--- src/rtl/cache_controller_pkg.sv ---
// cache_controller_pkg: shared types for the cache sequencing FSM and its checker.
package cache_controller_pkg;

    typedef enum logic {
        READ  = 1'b0,
        WRITE = 1'b1
    } memory_operation_e;

    typedef enum logic [1:0] {
        IDLE      = 2'd0,
        LOOKUP    = 2'd1,
        WRITEBACK = 2'd2,
        FILL      = 2'd3
    } cache_state_e;

    function automatic int burst_words(input int line_size);
        return line_size / 4;
    endfunction

endpackage

--- src/rtl/cache_controller.sv ---
// cache_controller: sequences lookup, dirty-victim writeback and line fill, then replays the lookup.
module cache_controller
    import cache_controller_pkg::*;
#(
    parameter bit READ_ONLY = 1'b0,
    parameter int LINE_SIZE = 32
) (
    input  logic              clk,
    input  logic              reset_n,
    input  logic              req_valid,
    input  memory_operation_e req_operation,
    output logic              req_fulfilled,
    output logic              hmem_req_valid,
    output memory_operation_e hmem_req_operation,
    input  logic              hmem_req_fulfilled,
    input  logic              valid_block_match,
    input  logic              valid_dirty_bit,
    input  logic              counter_done,
    output logic              miss_recovery_mode,
    output logic              set_hmem_block_address,
    output logic              use_victim_tag_for_hmem_block_address,
    output logic              reset_counter,
    output logic              decrement_counter,
    output logic              perform_write,
    output logic              process_lru_counters,
    output logic              clear_selected_valid_bit,
    output logic              finish_new_line_install,
    output logic              clear_selected_dirty_bit,
    output logic              set_selected_dirty_bit,
    output logic              count_hit,
    output logic              count_miss,
    output logic              count_read,
    output logic              count_write,
    output logic              count_writeback
);
    cache_state_e state, next_state;
    logic replay, next_replay;
    logic is_write, dirty_victim;

    // READ_ONLY folds every write/dirty path away at elaboration
    assign is_write     = !READ_ONLY && req_operation == WRITE;
    assign dirty_victim = !READ_ONLY && valid_dirty_bit;

    always_ff @(posedge clk or negedge reset_n) begin
        if (!reset_n) begin
            state  <= IDLE;
            replay <= 1'b0;
        end else begin
            state  <= next_state;
            replay <= next_replay;
        end
    end

    always_comb begin
        next_state  = state;
        next_replay = replay;
        case (state)
            IDLE:      next_state = req_valid ? LOOKUP : IDLE;
            LOOKUP: begin
                next_state  = valid_block_match ? IDLE : (dirty_victim ? WRITEBACK : FILL);
                next_replay = valid_block_match ? 1'b0 : replay;
            end
            WRITEBACK: next_state = (hmem_req_fulfilled && counter_done) ? FILL : WRITEBACK;
            FILL: begin
                next_state  = (hmem_req_fulfilled && counter_done) ? LOOKUP : FILL;
                next_replay = (hmem_req_fulfilled && counter_done) ? 1'b1 : replay;
            end
            default:   next_state = IDLE;
        endcase
    end

    always_comb begin
        req_fulfilled                         = 1'b0;
        hmem_req_valid                        = 1'b0;
        hmem_req_operation                    = READ;
        miss_recovery_mode                    = 1'b0;
        set_hmem_block_address                = 1'b0;
        use_victim_tag_for_hmem_block_address = 1'b0;
        reset_counter                         = 1'b0;
        decrement_counter                     = 1'b0;
        perform_write                         = 1'b0;
        process_lru_counters                  = 1'b0;
        clear_selected_valid_bit              = 1'b0;
        finish_new_line_install               = 1'b0;
        clear_selected_dirty_bit              = 1'b0;
        set_selected_dirty_bit                = 1'b0;
        count_hit                             = 1'b0;
        count_miss                            = 1'b0;
        count_read                            = 1'b0;
        count_write                           = 1'b0;
        count_writeback                       = 1'b0;
        case (state)
            IDLE: begin
                count_read  = req_valid && req_operation == READ;
                count_write = req_valid && req_operation == WRITE;
            end
            LOOKUP: begin
                if (valid_block_match) begin
                    process_lru_counters   = 1'b1;
                    req_fulfilled          = 1'b1;
                    perform_write          = is_write;
                    set_selected_dirty_bit = is_write;
                    count_hit              = !replay;
                end else begin
                    count_miss                            = 1'b1;
                    set_hmem_block_address                = 1'b1;
                    reset_counter                         = 1'b1;
                    use_victim_tag_for_hmem_block_address = dirty_victim;
                    count_writeback                       = dirty_victim;
                    clear_selected_valid_bit              = !dirty_victim;
                end
            end
            WRITEBACK: begin
                miss_recovery_mode       = 1'b1;
                hmem_req_valid           = 1'b1;
                hmem_req_operation       = WRITE;
                decrement_counter        = hmem_req_fulfilled && !counter_done;
                clear_selected_dirty_bit = hmem_req_fulfilled && counter_done;
                clear_selected_valid_bit = hmem_req_fulfilled && counter_done;
                set_hmem_block_address   = hmem_req_fulfilled && counter_done;
                reset_counter            = hmem_req_fulfilled && counter_done;
            end
            FILL: begin
                miss_recovery_mode      = 1'b1;
                hmem_req_valid          = 1'b1;
                hmem_req_operation      = READ;
                perform_write           = hmem_req_fulfilled;
                decrement_counter       = hmem_req_fulfilled && !counter_done;
                finish_new_line_install = hmem_req_fulfilled && counter_done;
            end
            default: ;
        endcase
    end

endmodule

--- config.mk ---
export PLATFORM = sky130hd
export DESIGN_NAME = cache_controller
export DESIGN_NICKNAME = d
export VERILOG_FILES = /design/src/rtl/cache_controller_pkg.sv /design/src/rtl/cache_controller.sv
export SDC_FILE = /design/constraint.sdc
export NUM_CORES = 1
export LEC_CHECK = 0
export ABC_AREA = 1
export CAP_MARGIN = 20
export CORE_AREA = 5 5 42 44
export DETAILED_ROUTE_END_ITERATION = 10
export DIE_AREA = 0 0 47 49
export GPL_TIMING_DRIVEN = 0
export PLACE_DENSITY = 0.7
export SYNTH_ARGS = -nofsm -noshare
export SYNTH_HDL_FRONTEND = slang
export SYNTH_SLANG_ARGS = --single-unit
export TNS_END_PERCENT = 5
--- constraint.sdc ---
create_clock -name clk -period 2.58 [get_ports clk]
set_input_delay 0.258 -clock clk [delete_from_list [all_inputs] [get_ports clk]]
set_output_delay 0.258 -clock clk [all_outputs]
set_load 0.05 [all_outputs]
==> out/qor.yml <==
synthesis:
  yosysWarnings: 0
  synth-seq-area-share: 0.1863
  syn_inst: 60
  synthTopCellsByArea: "ha_1 22%, dfrtp_1 19%, inv_1 12%"
  syn_area_per_cell_um2: 6.715
  ys_types: 14
  syn_area_um2: 402.9
  netlist.area_leader.share: 0.2174
  syn-num-nets: 75
  ys_ff_latch: 3
  yosys.area.top_type: "ha_1"
sta:
  finalCriticalPeriod_ns: 2.418
  report.final.slew_viol_count: 0
  worstMarginPinSlew_ns: 0.5090
  rsz0062_at_grt: "no"
  fin_setup_tns_ns: 0
  fin_crit_sh: 0.9374
  setup_viol: 0
  fmax_mhz: 413.5
  skew_ns: 0.001461
  max_slew_margin: 0.6596
  hold_viol: 0
outcome:
  outcome: "finished clean"
detailed_routing:
  drt-total-wl_mm: 1.059
  num_vias: 450
  drc: 0
  dr.pass1.iters: 2
  wl_per_cell_um: 9.991
  drt.antenna.violating_nets: 0
  drt-initial-drc-count: 4
  viasPerCell: 4.245
worst_setup_path:
  cpPeakStageDelay_ns: 0.78
  crit_slowest_cell: "clkdlybuf4s50_1"
  rr_worst_depth: 7
  r2r_slack_ns: 1.34
  rr_endpoint: "replay"
  rr_startpoint: "state[1]"
  cp-start-kind: "register"
  required_ns: 2.32
  path_cells: "inv_1 > ha_1 > nand2_2 > nor2_1 > buf_4 > clkdlybuf4s50_1"
  endpoint_kind: "primary output"
  critPathTopFamily: "buffers and inverters"
  cp_max_fo: 5
  worst-path-buf-inv: 3
  path_class: "reg2out"
  arrival_ns: 2.16
place:
  numPortBuffers: 26
  dp_hpwl_um: 910.7
  finalWeightedCongestion: 0.7979
  placed_cells: 102
cts:
  cts_tree: "built"
  clk_pin_slew_worst_paths_ns: 0.04
  post-cts-setup-buffers: 0
  cts_sinks: 3
  cts-root-buf: "clkbuf_4"
  htree_levels: 1
  clockBufferDepth: 2
  cts_made_buffers: 3
  insertion_delay_ns: 0.23
die:
  die_w_um: 47
  dieHeight_um: 49
  pin_count: 27
  rows: 14
  die_area_mm2: 0.002303
  core_mm2: 0.001401
  initial_core_util: 0.2875
hold_path:
  min_path_type: "in2async"
pwr:
  powerDensity_mw_per_mm2: 1109
  ir_drop_mv: 0.5187
  p_leak_uw: 0.0003861
  power_uw: 789.5
grt:
  gr-total-overflow: 0
  antenna_found_initial: 0
  grt_pass1_vias: 447
  grt_max_degree: 6
  gr-usage-all-layers: 0.09944
  grt_pass1_wl_mm: 1.718
finish:
  num_antenna_cells: 0
  nets: 106
  area_growth_pct: 76.71
  layout-drive-gt1-share: 0.1667
  stdcell_count: 106
run:
  maxCapViolCount: 0
-- synthesized netlist by cell type --
master   number
nand2_1      11
nand3_1       1
nand2_2       3
inv_1        13
nor2_1        8
dfrtp_1       3
nor3_1        1
inv_2         2
a22oi_2       1
ha_1          7
nand4_1       1
a21oi_1       3
buf_4         4
nand3_2       2
-- cells in the final DEF, fill, tap and decap left out --
cell	Yosys	routed
a21oi_1	3	3
a22oi_2	1	1
buf_4	4	4
clkbuf_1	0	1
clkbuf_4	0	3
clkdlybuf4s50_1	0	25
dfrtp_1	3	3
dlymetal6s2s_1	0	1
ha_1	7	7
inv_1	13	13
inv_2	2	2
nand2_1	11	11
nand2_2	3	3
nand3_1	1	1
nand3_2	2	2
nand4_1	1	1
nor2_1	8	8
nor3_1	1	1
-- worst reg2reg max path: stages (launching register included) --
cell     delay (ns)
dfrtp_1        0.42
inv_1          0.13
ha_1           0.22
inv_1          0.09
nand2_1        0.09
nand3_2        0.08
nand2_1        0.06
nand2_1        0.05
-- timing repair --
action / in CTS / in global routing
endpoints found under the setup margin: 0 / 1
resized for setup: 0 / 1
hold buffers: 0 / 0
-- how the worst max path moves through the flow --
stage | from | cells after the start | to | slack [ns]
floorplan | state[0] | 6 | decrement_counter | 0.11
global placement | hmem_req_fulfilled | 5 | set_hmem_block_address | 0.29
detailed placement | hmem_req_fulfilled | 5 | set_hmem_block_address | 0.27
CTS | state[1] | 6 | set_hmem_block_address | 0.06
global route | state[1] | 6 | use_victim_tag_for_hmem_block_address | 0.04
finish | state[1] | 6 | use_victim_tag_for_hmem_block_address | 0.16
-- logic make-up (layout without fill, tap and decap cells) --
| family | after synthesis | after routing | share of synthesized area |
|---|---|---|---|
| simple gates | 27 | 27 | 0.3137 |
| buf+inv | 19 | 49 | 0.2143 |
| fa+ha+maj | 7 | 7 | 0.2174 |
| compound gates | 4 | 4 | 0.06831 |
| flops | 3 | 3 | 0.1863 |
-- per-stage QoR --
stage                     utilization  setup WS (ns)  hold slack [ns]  cell area, um^2
after floorplan                     -         0.1111         -0.03759            402.9
after global placement         0.4875         0.2919           0.4485            683.2
after detailed placement       0.4875         0.2707           0.4542            683.2
after CTS                      0.5063        0.05925           0.2034            709.4
after global routing           0.5080        0.04377           0.1944            711.9
final                          0.5080         0.1616           0.2074            711.9
-- where the power goes --
part / switching (uW) / leakage (uW) / internal [uW]
Clock: 24.3 / 0.0000150 / 58.0
Sequential: 23.1 / 0.0000400 / 65.3
Combinational: 408 / 0.000331 / 210
Total: 456 / 0.000386 / 334
-- metal layers --
layer / vias to the layer above / GRT usage / share of wire
met5: - / 0 / 0
met4: 0 / 0.07834 / 0.020
met3: 2 / 0.01107 / 0.067
met2: 14 / 0.1697 / 0.55
met1: 198 / 0.1015 / 0.37
li1: 236 / - / -
-- sequential cells by signal (all words and copies together), names as in the netlist --
register	count
state	2
replay	1
-- cell type report --
cell class | count | area [um^2]
tap | 16 | 20.02
fill | 151 | 689.4
clock buffer | 4 | 26.28
buffer | 4 | 30.03
multi-input combinational | 38 | 241.5
timing repair buffer | 26 | 262.8
inverter | 15 | 56.30
sequential | 3 | 75.07
Note: power is estimated with default switching activity, not from simulation.
==> variant, RTL diff (config.mk and constraints unchanged) <==
Make the reset (`reset_n`) synchronous in one clocked block.
--- a/src/rtl/cache_controller.sv
+++ b/src/rtl/cache_controller.sv
@@ -43,3 +43,3 @@
 
-    always_ff @(posedge clk or negedge reset_n) begin
+    always_ff @(posedge clk) begin
         if (!reset_n) begin
Check against the original RTL: differs if reset_n is asserted again (counterexample within 4 cycles, from zero or initial values and one cycle with reset_n low); with reset_n held inactive, the same outputs for 10 cycles.
==> variant against the unedited design <==
Global-route usage shrank 0.18 points; first-iteration DRC count is the same; area after synthesis grew 0.31%; worst setup slack improved by 0.047 ns; design area increased by 0.18%; critical path depth stayed put; register-to-register slack improved by 0.06 ns; sequential share of layout area fell by 2.1 points; worst hold slack better by 0.24 ns; wire length unchanged; die area unchanged; sequential cell count is the same; largest cell class unchanged.
Power is left out: it rests on default switching activity, and per cell area and clock period it moved more than threefold.
==> variant: results (changes against the unedited design) <==
clk slew on worst S/H paths = 0.04 ns (about the same)
worst r2r src = state[0]
wire per inst = 9.455 µm (-5.4%)
1st-iter DRT viols = 4 (unchanged)
Critical Path End = use_victim_tag_for_hmem_block_address
critical path's slowest cell = clkdlybuf4s50_1
CP arrival = 2.11 ns (-0.05 ns)
syn_nets = 82 (+9.3%)
Hold Path Class = reg2reg
largest registers = state: 2 flops, replay: 1 flops
initial antenna violation count = 0 (unchanged)
vias per cell = 4.223 (-0.52%)
asr flop ratio synth = 0 (-1.000)
post-synthesis cell type count = 12 (-2)
Worst path max stage delay = 0.79 ns
Antenna Cells = 0 (unchanged)
dominant cells by area after synthesis = ha_1, inv_1, dfxtp_1, nand2_1, buf_4
largest register by flop count = state
Reg2Reg Depth = 6 (-1)
total iterations of the first detailed-routing run = 4 (+2)
Clock Skew = 0.006998 ns (+0.005538 ns)
pin count of the biggest net entering global routing = 6 (unchanged)
crit path launch = state[1]
maximum fanout along the worst path = 5 (unchanged)
# H-tree levels = 1 (unchanged)
top_reg_cell synth = dfxtp_1
synth cell count leaders = inv_1, nand2_1, ha_1, nor2_1
pre-CTS setup slack = 0.2471 ns (-0.02352 ns)
dpl hpwl = 937.6 µm (+3.0%)
Clock Latency Late Sink = 0.24 ns
first-pass GRT wire length = 1628 µm (-5.2%)
clock buffer depth = 2 (unchanged)
sequential area share after synthesis = 0.1486 (-0.03773)
Total GRT Usage = 0.09768 (-0.001755)
Max-slew headroom = 0.6607 (+0.001047)
layout cell share with drive strength beyond 1 = 0.08333 (-0.08333)
Synthesis Warnings = 0 (unchanged)
vias in the first global route = 418 (-6.5%)
Num CTS Buffers = 3 (unchanged)
outcome = finished clean
Final #Nets = 113 (+6.6%)
fin crit period = 2.372 ns (-0.04661 ns)
IO buf count = 26 (unchanged)
Placer Congestion = 0.7088 (-11%)
r2r endpoint = state[0]
reg2reg setup slack = 1.40 ns (+0.06 ns)
clock tree root buffer cell = clkbuf_4
[variant: cell types whose count changed after synthesis, sizes merged, moves of 2 or more]
cell | before | now
dfrtp | 3 | 0
dfxtp | 0 | 3
inv | 15 | 18
a21boi | 0 | 2
a21oi | 3 | 5
nand2 | 14 | 12
nand3 | 3 | 5
[variant: kinds of logic (layout without fill, tap and decap cells)]
family	Yosys count	after routing	share of synthesized area
buffers and inverters	22	52	0.2415
and+or+nand+nor	25	25	0.2508
adders and majority gates	8	8	0.2477
AOI/OAI and AO/OA	8	8	0.1114
DFF	3	3	0.1486
[variant: area by class of cell]
| class | instances | area, µm² |
|---|---|---|
| timing repair buffer | 26 | 262.8 |
| tap | 16 | 20.02 |
| clock buffer | 4 | 26.28 |
| multi-input combinational | 41 | 246.5 |
| inverter | 18 | 67.56 |
| buffer | 4 | 30.03 |
| sequential | 3 | 60.06 |
| fill | 147 | 688.2 |
[variant: layer usage]
metal,GRT usage,vias up,wire length (µm)
met5,0,-,0
met4,0.02765,0,0
met3,0.06642,0,145
met2,0.1561,19,502
met1,0.1004,203,412
li1,-,251,-
[variant: timing repair]
item                                    in CTS  in global routing
setup buffers                                0                  0
endpoints found under the setup margin       0                  1
resized for setup                            0                  1
[variant: critical path: cells and delay by family (launching register included)]
kind	cells	cell delay, ns
buffers and inverters	3	1.05
flip-flops	1	0.35
AND/OR/NAND/NOR	2	0.25
adder cells (fa/ha/maj)	1	0.23
[variant: how the worst min path moves through the flow]
stage	start	endpoint	slack (ns)	cells past startpoint
3_3_place_gp	replay	replay	0.45	2
2_1_floorplan	reset_n	state[1]	0.38	2
6_report	replay	replay	0.45	2
4_1_cts	replay	replay	0.45	2
5_1_grt	replay	replay	0.48	2
3_5_place_dp	replay	replay	0.45	2
[variant: stage by stage]
step / cell area, µm² / utilization / hold WS, ns / std cells
2_1_floorplan: 404.1 / - / 0.3807 / 66
3_3_place_gp: 684.4 / 0.4884 / 0.4451 / 108
3_5_place_dp: 684.4 / 0.4884 / 0.4475 / 108
4_1_cts: 710.7 / 0.5071 / 0.4534 / 112
5_1_grt: 713.2 / 0.5089 / 0.4751 / 112
6_report: 713.2 / 0.5089 / 0.4521 / 112
